[config.mk]
export PLATFORM = sky130hd
export DESIGN_NAME = vga_timing_gen
export DESIGN_NICKNAME = d
export VERILOG_FILES = /design/src/rtl/vga_timing_pkg.sv /design/src/rtl/pixel_tick_gen.sv /design/src/rtl/vga_timing_gen.sv
export SDC_FILE = /design/constraint.sdc
export NUM_CORES = 1
export LEC_CHECK = 0
export CORE_ASPECT_RATIO = 0.6
export CORE_MARGIN = 3
export CORE_UTILIZATION = 60
export CTS_CLUSTER_DIAMETER = 200
export DETAILED_ROUTE_END_ITERATION = 16
export DONT_BUFFER_PORTS = 1
export HOLD_SLACK_MARGIN = 0.06
export PLACE_DENSITY_LB_ADDON = 0.3
export RECOVER_POWER = 25
export SYNTH_ARGS = -nofsm -noshare
export SYNTH_HDL_FRONTEND = slang
export SYNTH_SLANG_ARGS = --single-unit
[constraint.sdc]
create_clock -name clk -period 4.14 [get_ports clk]
set_input_delay 0.828 -clock clk [delete_from_list [all_inputs] [get_ports clk]]
set_output_delay 0.828 -clock clk [all_outputs]
set_load 0.01 [all_outputs]
[src/rtl/vga_timing_pkg.sv]
// Shared 640x480 @ 60 Hz timing constants, painter colours and a decode helper
// for the VGA display path.
package vga_timing_pkg;

    localparam int unsigned H_ACTIVE = 640;
    localparam int unsigned H_FP     = 16;
    localparam int unsigned H_SYNC   = 96;
    localparam int unsigned H_BP     = 48;
    localparam int unsigned V_ACTIVE = 480;
    localparam int unsigned V_FP     = 10;
    localparam int unsigned V_SYNC   = 2;
    localparam int unsigned V_BP     = 33;
    localparam int unsigned H_TOTAL  = H_ACTIVE + H_FP + H_SYNC + H_BP;
    localparam int unsigned V_TOTAL  = V_ACTIVE + V_FP + V_SYNC + V_BP;

    localparam logic [11:0] BLACK = 12'h000;
    localparam logic [11:0] WHITE = 12'hfff;

    // True when v lies in [lo, lo+len-1].
    function automatic logic in_span(input logic [9:0] v, input int unsigned lo,
                                     input int unsigned len);
        return ({22'd0, v} >= lo) && ({22'd0, v} < lo + len);
    endfunction

endpackage

[src/rtl/pixel_tick_gen.sv]
// Divides the system clock into a one-clk pixel-rate enable; the first tick
// is seen on the CLK_DIV-th clock after reset release.
module pixel_tick_gen #(
    parameter int unsigned CLK_DIV = 4
) (
    input  logic clk,
    input  logic reset,
    output logic tick
);

    localparam int unsigned CW = (CLK_DIV > 1) ? $clog2(CLK_DIV) : 1;
    localparam logic [CW-1:0] LAST = CW'(CLK_DIV - 1);

    logic [CW-1:0] tick_cnt_q, tick_cnt_d;

    always_comb begin
        tick       = (tick_cnt_q == LAST);
        tick_cnt_d = tick ? '0 : tick_cnt_q + 1'b1;
    end

    always_ff @(posedge clk or posedge reset) begin
        if (reset) tick_cnt_q <= '0;
        else       tick_cnt_q <= tick_cnt_d;
    end

endmodule

[src/rtl/vga_timing_gen.sv]
// VGA display timing: horizontal/vertical counters with registered position,
// blanking, sync and line/frame strobes, all updated on the pixel tick.
module vga_timing_gen
    import vga_timing_pkg::in_span;
#(
    parameter int unsigned CLK_DIV  = 4,
    parameter int unsigned H_ACTIVE = vga_timing_pkg::H_ACTIVE,
    parameter int unsigned H_FP     = vga_timing_pkg::H_FP,
    parameter int unsigned H_SYNC   = vga_timing_pkg::H_SYNC,
    parameter int unsigned H_BP     = vga_timing_pkg::H_BP,
    parameter int unsigned V_ACTIVE = vga_timing_pkg::V_ACTIVE,
    parameter int unsigned V_FP     = vga_timing_pkg::V_FP,
    parameter int unsigned V_SYNC   = vga_timing_pkg::V_SYNC,
    parameter int unsigned V_BP     = vga_timing_pkg::V_BP,
    parameter bit          SYNC_POL = 1'b0
) (
    input  logic       clk,
    input  logic       reset,
    output logic [9:0] pixel_x,
    output logic [9:0] pixel_y,
    output logic       vid_on,
    output logic       horiz_sync,
    output logic       vert_sync,
    output logic       pix_tick,
    output logic       line_start,
    output logic       frame_start
);

    localparam int unsigned H_TOT = H_ACTIVE + H_FP + H_SYNC + H_BP;
    localparam int unsigned V_TOT = V_ACTIVE + V_FP + V_SYNC + V_BP;
    localparam logic SYNC_ON  = SYNC_POL;
    localparam logic SYNC_OFF = ~SYNC_POL;

    logic       tick;
    logic [9:0] h_cnt_q, h_cnt_d, v_cnt_q, v_cnt_d;
    logic [9:0] pixel_x_q, pixel_x_d, pixel_y_q, pixel_y_d;
    logic       vid_on_q, vid_on_d, hsync_q, hsync_d, vsync_q, vsync_d;
    logic       pix_tick_q, pix_tick_d, line_start_q, line_start_d;
    logic       frame_start_q, frame_start_d;
    logic       h_wrap, v_wrap;

    pixel_tick_gen #(.CLK_DIV(CLK_DIV)) u_tick (
        .clk   (clk),
        .reset (reset),
        .tick  (tick)
    );

    // Outputs decode the pre-increment counters, so the first tick shows (0,0).
    always_comb begin
        h_wrap        = (h_cnt_q == 10'(H_TOT - 1));
        v_wrap        = (v_cnt_q == 10'(V_TOT - 1));
        h_cnt_d       = h_cnt_q;
        v_cnt_d       = v_cnt_q;
        pixel_x_d     = pixel_x_q;
        pixel_y_d     = pixel_y_q;
        vid_on_d      = vid_on_q;
        hsync_d       = hsync_q;
        vsync_d       = vsync_q;
        pix_tick_d    = tick;
        line_start_d  = tick && (h_cnt_q == '0);
        frame_start_d = tick && (h_cnt_q == '0) && (v_cnt_q == '0);
        if (tick) begin
            h_cnt_d   = h_wrap ? '0 : h_cnt_q + 10'd1;
            if (h_wrap) v_cnt_d = v_wrap ? '0 : v_cnt_q + 10'd1;
            pixel_x_d = h_cnt_q;
            pixel_y_d = v_cnt_q;
            vid_on_d  = (h_cnt_q < 10'(H_ACTIVE)) && (v_cnt_q < 10'(V_ACTIVE));
            hsync_d   = in_span(h_cnt_q, H_ACTIVE + H_FP, H_SYNC) ? SYNC_ON : SYNC_OFF;
            vsync_d   = in_span(v_cnt_q, V_ACTIVE + V_FP, V_SYNC) ? SYNC_ON : SYNC_OFF;
        end
    end

    always_ff @(posedge clk or posedge reset) begin
        if (reset) begin
            h_cnt_q       <= '0;
            v_cnt_q       <= '0;
            pixel_x_q     <= '0;
            pixel_y_q     <= '0;
            vid_on_q      <= 1'b0;
            hsync_q       <= SYNC_OFF;
            vsync_q       <= SYNC_OFF;
            pix_tick_q    <= 1'b0;
            line_start_q  <= 1'b0;
            frame_start_q <= 1'b0;
        end else begin
            h_cnt_q       <= h_cnt_d;
            v_cnt_q       <= v_cnt_d;
            pixel_x_q     <= pixel_x_d;
            pixel_y_q     <= pixel_y_d;
            vid_on_q      <= vid_on_d;
            hsync_q       <= hsync_d;
            vsync_q       <= vsync_d;
            pix_tick_q    <= pix_tick_d;
            line_start_q  <= line_start_d;
            frame_start_q <= frame_start_d;
        end
    end

    assign pixel_x     = pixel_x_q;
    assign pixel_y     = pixel_y_q;
    assign vid_on      = vid_on_q;
    assign horiz_sync  = hsync_q;
    assign vert_sync   = vsync_q;
    assign pix_tick    = pix_tick_q;
    assign line_start  = line_start_q;
    assign frame_start = frame_start_q;

endmodule

### Word level (Yosys, flattened, before mapping)

Cells that the tools add are included.

* flip-flop bits (word level): 48
* output and inout port bits: 26

* add/sub/neg operators: 3
* order comparisons: 6
* equality and inequality tests: 3
* mux-type cells: 5
* reduce and logical (&&, ||, !) cells: 8

Operator list (number)
* 10-bit by 1-bit adder with 10-bit output (second input constant): 2
* 10-bit == test (second input constant): 2
* 10-bit logical NOT: 2
* 10-bit less-than comparator (second input constant): 2
* 10-bit by 9-bit less-than comparator with 1-bit output (second input constant): 2
* 10-bit two-way mux: 2
* 10-bit greater-or-equal comparator (second input constant): 1
* 10-bit by 9-bit greater-or-equal comparator with 1-bit output (second input constant): 1
* 1-bit logical AND: 5
* 2-bit by 1-bit adder with 2-bit output (second input constant): 1
* 2-bit == test (second input constant): 1
* 1-bit two-way mux: 2
* 2-bit two-way mux: 1
* 2-bit AND reduction: 1

### Depth between registers and ports, before layout

Gate-level depths: netlist of run 1.

* word-level depth: 3
* depth in mapped cells: 6
* gate-level depth less buffers: 6

### Modules after synthesis

Synthesis of run 1 repeated with hierarchy kept, for this count alone.

* cell total of the unflattened synthesis: 178
* area total of the unflattened synthesis: 2138.3 sq um

By module, submodules not included
* vga_timing_gen: instances 1, cells an instance 173, area an instance 2068.2 sq um, sequential area each 1153.6 sq um
* pixel_tick_gen: instances 1, cells an instance 5, area an instance 70.1 sq um, sequential area each 50.0 sq um

### Worst setup path before layout of run 1

Ideal clock, no wire load.

* path type: reg-to-reg
* start: register h_cnt_q[5]
* end: register v_cnt_q[3]
* library setup time: 0.069 ns
* data arrival time: 2.047 ns
* setup slack: 2.024 ns
* cell stages (with the launch flop): 7
* buffers on the path: 2
* period minus slack after synthesis: 2.116 ns
* cells stage by stage: dfrtp_1 buf_6 or4b_1 buf_2 or4_4 or3_1 nand3_1

* longest elaborated chain between the ends: 2

Ends and longest elaborated chain
* start: declaration: line vga_timing_gen.sv:35 `logic [9:0] h_cnt_q, h_cnt_d, v_cnt_q, v_cnt_d;`
* start signal: assignment: line vga_timing_gen.sv:86 `h_cnt_q <= h_cnt_d;`
* 10-bit == test: line vga_timing_gen.sv:50 `h_wrap = (h_cnt_q == 10'(H_TOT - 1));`
* 2-bit AND reduction (no line)
* end signal: assignment: line vga_timing_gen.sv:87 `v_cnt_q <= v_cnt_d;`
* end: declaration: line vga_timing_gen.sv:35

No other way between the ends.
A chain may end at the register's enable or synchronous reset.

### Worst setup path in the final report of run 1

* start: register u_tick.tick_cnt_q[0]
* end: register v_cnt_q[3]

* longest elaborated chain between the ends: 2

Ends and longest elaborated chain
* start: declaration: line pixel_tick_gen.sv:14 `logic [CW-1:0] tick_cnt_q, tick_cnt_d;`
* start signal: assignment: line pixel_tick_gen.sv:23 `else tick_cnt_q <= tick_cnt_d;`
* 2-bit == test: line pixel_tick_gen.sv:17 `tick = (tick_cnt_q == LAST);`
* net pix_tick_d: line vga_timing_gen.sv:38 `logic pix_tick_q, pix_tick_d, line_start_q, line_start_d;`
* 2-bit AND reduction (no line)

The timed path passes the listed nets, and every way through them passes these cells.

==> summary.md, run 1 <==
- Die H: 52.6 um
- minimum clock period after layout: 2.35 ns
- total via count after detailed routing: 1446
- first-pass detailed-route iteration total: 4
- number of nets still failing antenna checks after routing: 0
- pin count of the biggest net entering global routing: 49
- Die ar.: 4390 um2
- final RePlAce weighted congestion: 0.827
- unrepaired setup endpoints after global routing: false
- number of clock buffers inserted by TritonCTS: 5
- register clock-pin slew on the reported worst setup and hold paths: 0.08 ns
- Met2 Routed Length: 1720 um
- global-route wire length before repair: 6900 um
- net count of the finished layout: 192
- Seq cells post-synth: 48
- top cells by count, synth: 46 x sky130_fd_sc_hd__dfrtp_1, 21 x sky130_fd_sc_hd__mux2_2, 14 x sky130_fd_sc_hd__nand3_1
- final setup fails: 0
- Starting Density: 64.4%
- Tightest Hold Check Type: flip-flop to flip-flop
- number of nets produced by synthesis: 195
- final instance area: 2290 um2
- Horiz. Die Dim: 83.6 um
- relative slew slack: -16.2%
- post-synthesis cell area: 2170 um2
- biggest area consumer among synthesized cells: sky130_fd_sc_hd__dfrtp_1
- insertion delay of the later-clocked pin in the worst-skew pair: 0.31 ns
- synth-to-layout area growth: 5.72%
- initial antenna violation count: 0
- FP Rows: 16
- number of buffers inserted by port buffering: 0
- count of pins over their slew limit: 49
- Most used DFF post-synth: sky130_fd_sc_hd__dfrtp_1
- drt wl/cell: 18.0 um
- worst IR drop on VDD: 280 uV
- Routed met1 length: 1910 um
- vias per cell: 6.26
- number of warning messages in the yosys log: 0
- post-detailed-routing wire length: 4160 um
- syn avg cell area: 11.5 um2
- Cells after Synth: 188
- total congestion overflow: 0
- number of H-tree levels: 2
- number of global-route vias before repair: 1340
- CTS hold repair buffers: 0
- metal3 WL: 450 um
- Max Fclk: 426 MHz
- number of setup buffers added after CTS: 0
- number of diodes: 0
- post-layout util: 68.1%
- Yosys top cell area share: 53.1%
- FFs w/ async S/R, synth: 100%
- most repeated cell in the gate-level netlist after synthesis: sky130_fd_sc_hd__dfrtp_1
- top routing layer used: met4
- Setup Skew: 0.00728 ns
- TritonCTS clock tree: yes
- failing checks: max-capacitance violations, max-slew violations
- Worst setup EP type: flip-flop
- GRT Overall Usage: 21.0%
- dpl hpwl: 2900 um
- total power after layout: 0.812 mW
- Setup CP Type: flip-flop to flip-flop
- worst-margin pin slew: 1.74 ns
- num ports: 28
- Setup TNS: 0 ns
- status: complete, but fails checks
- number of synthesized flops with an enable pin: 0
- startpoint types: flip-flop
- number of design-rule violations left by the first detailed-router iteration: 131
- sequential element share of the synthesized area: 55.5%
- cells taking the most area after synthesis: sky130_fd_sc_hd__dfrtp_1 53%, sky130_fd_sc_hd__mux2_2 11%, sky130_fd_sc_hd__nand3_1 3.2%
- max-cap viol count: 1
- share of layout cells above drive strength 1: 18.8%
- number of unique standard cell types used by synthesis: 40
- Leakage: 1.02 nW
- fraction of the cycle the final worst path needs: 56.7%
- total placed instance area: 2180 um2
- CTS sink count: 48
- Critical Path RT: 4.38 ns
- Arr. time, crit path: 2.59 ns
- crit path max fanout: 32
- maximum clock path buffer count: 2
- # resized after CTS: 0
- remaining design rule violation count: 0
- power per unit of standard cell area: 354 nW/um2
- number of failing hold endpoints at the final stage: 0
- clock root buffer: sky130_fd_sc_hd__clkbuf_8
- CORE AREA: 3360 um2
==> final timing paths <==
| kind | to | slack, ns | startpoint | depth (start not counted) |
|---|---|---|---|---|
| setup reg to reg | v_cnt_q[3]$_DFFE_PP0P_ | 1.79 | u_tick.tick_cnt_q[0]$_DFF_PP0_ | 6 |
| hold reg to reg | u_tick.tick_cnt_q[0]$_DFF_PP0_ | 0.43 | u_tick.tick_cnt_q[0]$_DFF_PP0_ | 1 |
| min in group asynchronous | h_cnt_q[0]$_DFFE_PP0P_ | 0.97 | reset | 1 |
| setup / recovery | v_cnt_q[3]$_DFFE_PP0P_ | 1.79 | u_tick.tick_cnt_q[0]$_DFF_PP0_ | 6 |
| hold / removal | u_tick.tick_cnt_q[0]$_DFF_PP0_ | 0.43 | u_tick.tick_cnt_q[0]$_DFF_PP0_ | 1 |
| max in group asynchronous | pixel_y[0]$_DFFE_PP0P_ | 2.17 | reset | 1 |
==> worst max-delay path: stages (launching register included) <==
cell	delay [ns]
sky130_fd_sc_hd__dfrtp_1	0.36
sky130_fd_sc_hd__ha_1	0.35
sky130_fd_sc_hd__buf_4	0.41
sky130_fd_sc_hd__nand3_1	0.20
sky130_fd_sc_hd__or4_4	0.54
sky130_fd_sc_hd__or3_1	0.36
sky130_fd_sc_hd__nand3_1	0.07
==> cell families after synthesis <==
logic type               share of synthesized area [%]
multiplexers                                      11.4
AO/OA/AOI/OAI                                     4.73
XOR/XNOR                                          3.64
buffers and inverters                             3.58
adder cells (fa/ha/maj)                           2.89
AND/OR/NAND/NOR                                   18.2
flip-flops                                        55.5
==> metal layers <==
layer  vias to the layer above  track usage (%)
li1                        668                -
met1                       702             30.6
met2                        67             27.7
met3                         9             8.48
met4                         0             8.29
met5                         -                0
==> power by group <==
part	internal, mW	switching (mW)	leakage, nW	total [mW]
Combinational	0.0000269	0.00845	0.332	0.00848
Clock	0.179	0.156	0.0541	0.335
Sequential	0.468	0	0.629	0.468
==> registers in the layout, indices dropped and copies added, names as in the netlist <==
name / count
frame_start: 1
h_cnt_q: 10
horiz_sync: 1
line_start: 1
pix_tick: 1
pixel_x: 10
pixel_y: 10
u_tick.tick_cnt_q: 2
v_cnt_q: 10
vert_sync: 1
vid_on: 1
==> placed cells by master, fill, tap and decap left out, types with 2 or more instances in the layout <==
master,instances
sky130_fd_sc_hd__xor2_1,3
sky130_fd_sc_hd__nand3_1,14
sky130_fd_sc_hd__nand4_1,6
sky130_fd_sc_hd__and3_1,5
sky130_fd_sc_hd__nand2_1,10
sky130_fd_sc_hd__dfrtp_1,46
sky130_fd_sc_hd__xnor2_1,6
sky130_fd_sc_hd__inv_1,6
sky130_fd_sc_hd__a31oi_1,5
sky130_fd_sc_hd__nor3_1,6
sky130_fd_sc_hd__nor2_1,8
sky130_fd_sc_hd__mux2_2,21
sky130_fd_sc_hd__nor4_1,5
sky130_fd_sc_hd__clkbuf_8,5
sky130_fd_sc_hd__nor4b_1,2
sky130_fd_sc_hd__nor2b_1,2
sky130_fd_sc_hd__o21ai_0,5
sky130_fd_sc_hd__ha_1,5
sky130_fd_sc_hd__dfstp_2,2
sky130_fd_sc_hd__a21oi_1,3
==> area by class of cell <==
type	count	area, um2
clock buffer	5	68.8
clock inverter	3	42.5
fill	232	1070
inverter	7	26.3
multi-input combinational	122	886
sequential	48	1200
tap	45	56.3
timing repair buffer	1	7.51
==> stage by stage <==
| step | std cells | hold slack (ns) | setup slack [ns] |
|---|---|---|---|
| 2_1_floorplan | 188 | 0.403 | 2.02 |
| 4_1_cts | 231 | 0.431 | 1.82 |
| 3_3_place_gp | 223 | 0.411 | 1.89 |
| 3_5_place_dp | 223 | 0.420 | 1.83 |
| 5_1_grt | 231 | 0.456 | 1.61 |
| 6_report | 231 | 0.432 | 1.79 |
Power figures use the tool's default switching activity.
==> inputs of run 2 (changes only) <==
==> constraint.sdc (replaced) <==
create_clock -name clk -period 2.2 [get_ports clk]
set_input_delay 0.44 -clock clk [delete_from_list [all_inputs] [get_ports clk]]
set_output_delay 0.44 -clock clk [all_outputs]
set_load 0.01 [all_outputs]
==> run 2 against run 1 <==
The run now ends clean. Critical path depth is 2 lower. Sequential cell count is the same. Total power grew 74%. Clock-buffer cell count rose by 2. Register-to-register slack worse by 1.6 ns. Via count grew 4.5%. Non-clock buffer count increased by 9. Combinational power grew 110%. Final cell count up 3.9%. Highest routed layer unchanged.
==> summary.md, run 2 (synthesis results as in run 1) <==
- Worst setup EP type: flip-flop
- Critical Path RT: 2.44 ns, -1.94 ns
- minimum clock period after layout: 1.99 ns, -0.359 ns
- Setup Skew: 0.0105 ns, +0.00321 ns
- Arr. time, crit path: 2.23 ns, -0.36 ns
- final setup fails: 0, unchanged
- num ports: 28, unchanged
- startpoint types: flip-flop
- first-pass detailed-route iteration total: 4, unchanged
- power per unit of standard cell area: 604 nW/um2, +71%
- GR Util met3: 7.38%, -1.1 points
- crit path max fanout: 3, -91%
- Setup TNS: 0 ns, unchanged
- # resized after CTS: 0, unchanged
- number of clock buffers inserted by TritonCTS: 5, unchanged
- Top Usage Layer GRT: met2
- relative contribution of the clock network to total power: 36.2%, -5.0 points
- worst-margin pin slew: 1.08 ns, -0.664 ns
- CTS hold repair buffers: 0, unchanged
- register clock-pin slew on the reported worst setup and hold paths: 0.09 ns, about the same
- sequential cell area in the final layout: 1200 um2, unchanged
- met1 capacity usage during global routing: 31.7%, +1.1 points
- Die H: 52.6 um, unchanged
- sequential group share of total power: 62.5%, +4.8 points
- worst IR drop on VDD: 521 uV, +86%
- share of layout cells above drive strength 1: 21.0%, +2.2 points
- total congestion overflow: 0, unchanged
- count of pins over their slew limit: 0, -100%
- relative slew slack: 28.1%, +44 points
- total power after layout: 1.41 mW, +74%
- dpl hpwl: 3300 um, +14%
- synth-to-layout area growth: 7.68%
- pin count of the biggest net entering global routing: 26, -47%
- Max Fclk: 503 MHz, +18%
- Horiz. Die Dim: 83.6 um, unchanged
- leading cell type in the layout, fill and taps excluded: sky130_fd_sc_hd__dfrtp_1
- combinational share of power: 1.3%, +0.3 points
- number of inserted filler cells in the final layout: 247, +6.5%
- CORE AREA: 3360 um2, unchanged
- net count of the finished layout: 201, +4.7%
- count of placed standard cells in the final layout, fillers left out: 240, +3.9%
- remaining design rule violation count: 0, unchanged
- GRT Overall Usage: 23.2%, +2.2 points
- FP Rows: 16, unchanged
- number of placed instances with taps included: 232, +4.0%
- drt wl/cell: 18.7 um, +4.1%
- area occupied by multi-input gates: 886 um2, unchanged
- max-cap viol count: 0, -1
- TritonCTS clock tree: yes
- post-detailed-routing wire length: 4500 um, +8.1%
- switch share: 21.5%, +1.2 points
- number of diodes: 0, unchanged
- number of buffers inserted by port buffering: 0, unchanged
- GR Util met2: 34.0%, +6.3 points
- number of global-route vias before repair: 1443, +7.7%
- maximum clock path buffer count: 2, unchanged
- Starting Density: 64.4%, unchanged
- global-route wire length before repair: 7540 um, +9.3%
- final RePlAce weighted congestion: 0.880, +6.4%
- Die ar.: 4390 um2, unchanged
- initial antenna violation count: 0, unchanged
- clock root buffer: sky130_fd_sc_hd__clkbuf_8
- leading cell types in the layout, fill and taps excluded: 46 x sky130_fd_sc_hd__dfrtp_1, 21 x sky130_fd_sc_hd__mux2_2, 14 x sky130_fd_sc_hd__nand3_1
- number of failing hold endpoints at the final stage: 0, unchanged
- Internal Pwr Total: 1.11 mW, +71%
- number of design-rule violations left by the first detailed-router iteration: 172, +31%
- number of H-tree levels: 2, unchanged
- CTS sink count: 48, unchanged
- Leakage: 1.06 nW, +4.3%
- unrepaired setup endpoints after global routing: false
- post-layout util: 69.4%, +1.3 points
- number of setup buffers added after CTS: 0, unchanged
- vias per cell: 6.30, +0.58%
- total via count after detailed routing: 1511, +4.5%
- status: completed
- Setup CP Type: flip-flop to flip-flop
- fraction of the cycle the final worst path needs: 90.3%, +34 points
- Tightest Hold Check Type: input pin to async pin
- number of nets still failing antenna checks after routing: 0, unchanged
- Net Sw Power: 0.303 mW, +84%
- insertion delay of the later-clocked pin in the worst-skew pair: 0.31 ns, about the same
- minimum hold slack: 0.196 ns, -0.236 ns
## run 2: critical path, cell delays in order, from the launching register on
cell,delay [ns]
sky130_fd_sc_hd__dfrtp_1,0.38
sky130_fd_sc_hd__or4b_1,0.56
sky130_fd_sc_hd__or4_4,0.56
sky130_fd_sc_hd__or3_1,0.35
sky130_fd_sc_hd__nand3_1,0.07
## run 2: power by group through the flow
stage	Combinational [mW]	Sequential (mW)	Clock (mW)
6_report	0.0178	0.882	0.511
3_5_place_dp	0.0221	0.899	0
2_1_floorplan	0.0129	0.899	0
5_1_grt	0.0217	0.882	0.554
4_1_cts	0.0223	0.881	0.514
3_3_place_gp	0.0206	0.899	0
## run 2: final timing paths
| check | start | to | slack [ns] | depth (start not counted) |
|---|---|---|---|---|
| min in group clk | u_tick.tick_cnt_q[0]$_DFF_PP0_ | u_tick.tick_cnt_q[0]$_DFF_PP0_ | 0.45 | 1 |
| max in group asynchronous | reset | v_cnt_q[4]$_DFFE_PP0P_ | 0.49 | 2 |
| worst min register to register | u_tick.tick_cnt_q[0]$_DFF_PP0_ | u_tick.tick_cnt_q[0]$_DFF_PP0_ | 0.45 | 1 |
| worst max register to register | h_cnt_q[5]$_DFFE_PP0P_ | v_cnt_q[3]$_DFFE_PP0P_ | 0.21 | 4 |
| worst min-delay path | reset | pixel_x[4]$_DFFE_PP0P_ | 0.20 | 1 |
| worst max-delay path | h_cnt_q[5]$_DFFE_PP0P_ | v_cnt_q[3]$_DFFE_PP0P_ | 0.21 | 4 |
## run 2: cell type report
class / instances / area share, %
Clock buffer: 7 / 3.27
Clock inverter: 1 / 0.214
Inverter: 7 / 1.13
Multi-Input combinational cell: 122 / 38.0
Sequential cell: 48 / 51.6
Tap cell: 45 / 2.41
Timing Repair Buffer: 10 / 3.43
## run 2: stage by stage
stage	instance area [um2]	worst slack, ns
2_1_floorplan	2170	0.0844
3_3_place_gp	2260	0.304
3_5_place_dp	2260	0.253
4_1_cts	2340	0.233
5_1_grt	2330	0.0361
6_report	2330	0.213
## run 2: routing by layer
metal | routed length [um] | up-vias
met5 | 0 | -
met4 | 96 | 0
met3 | 425 | 9
met2 | 1930 | 82
met1 | 2050 | 739
li1 | - | 681
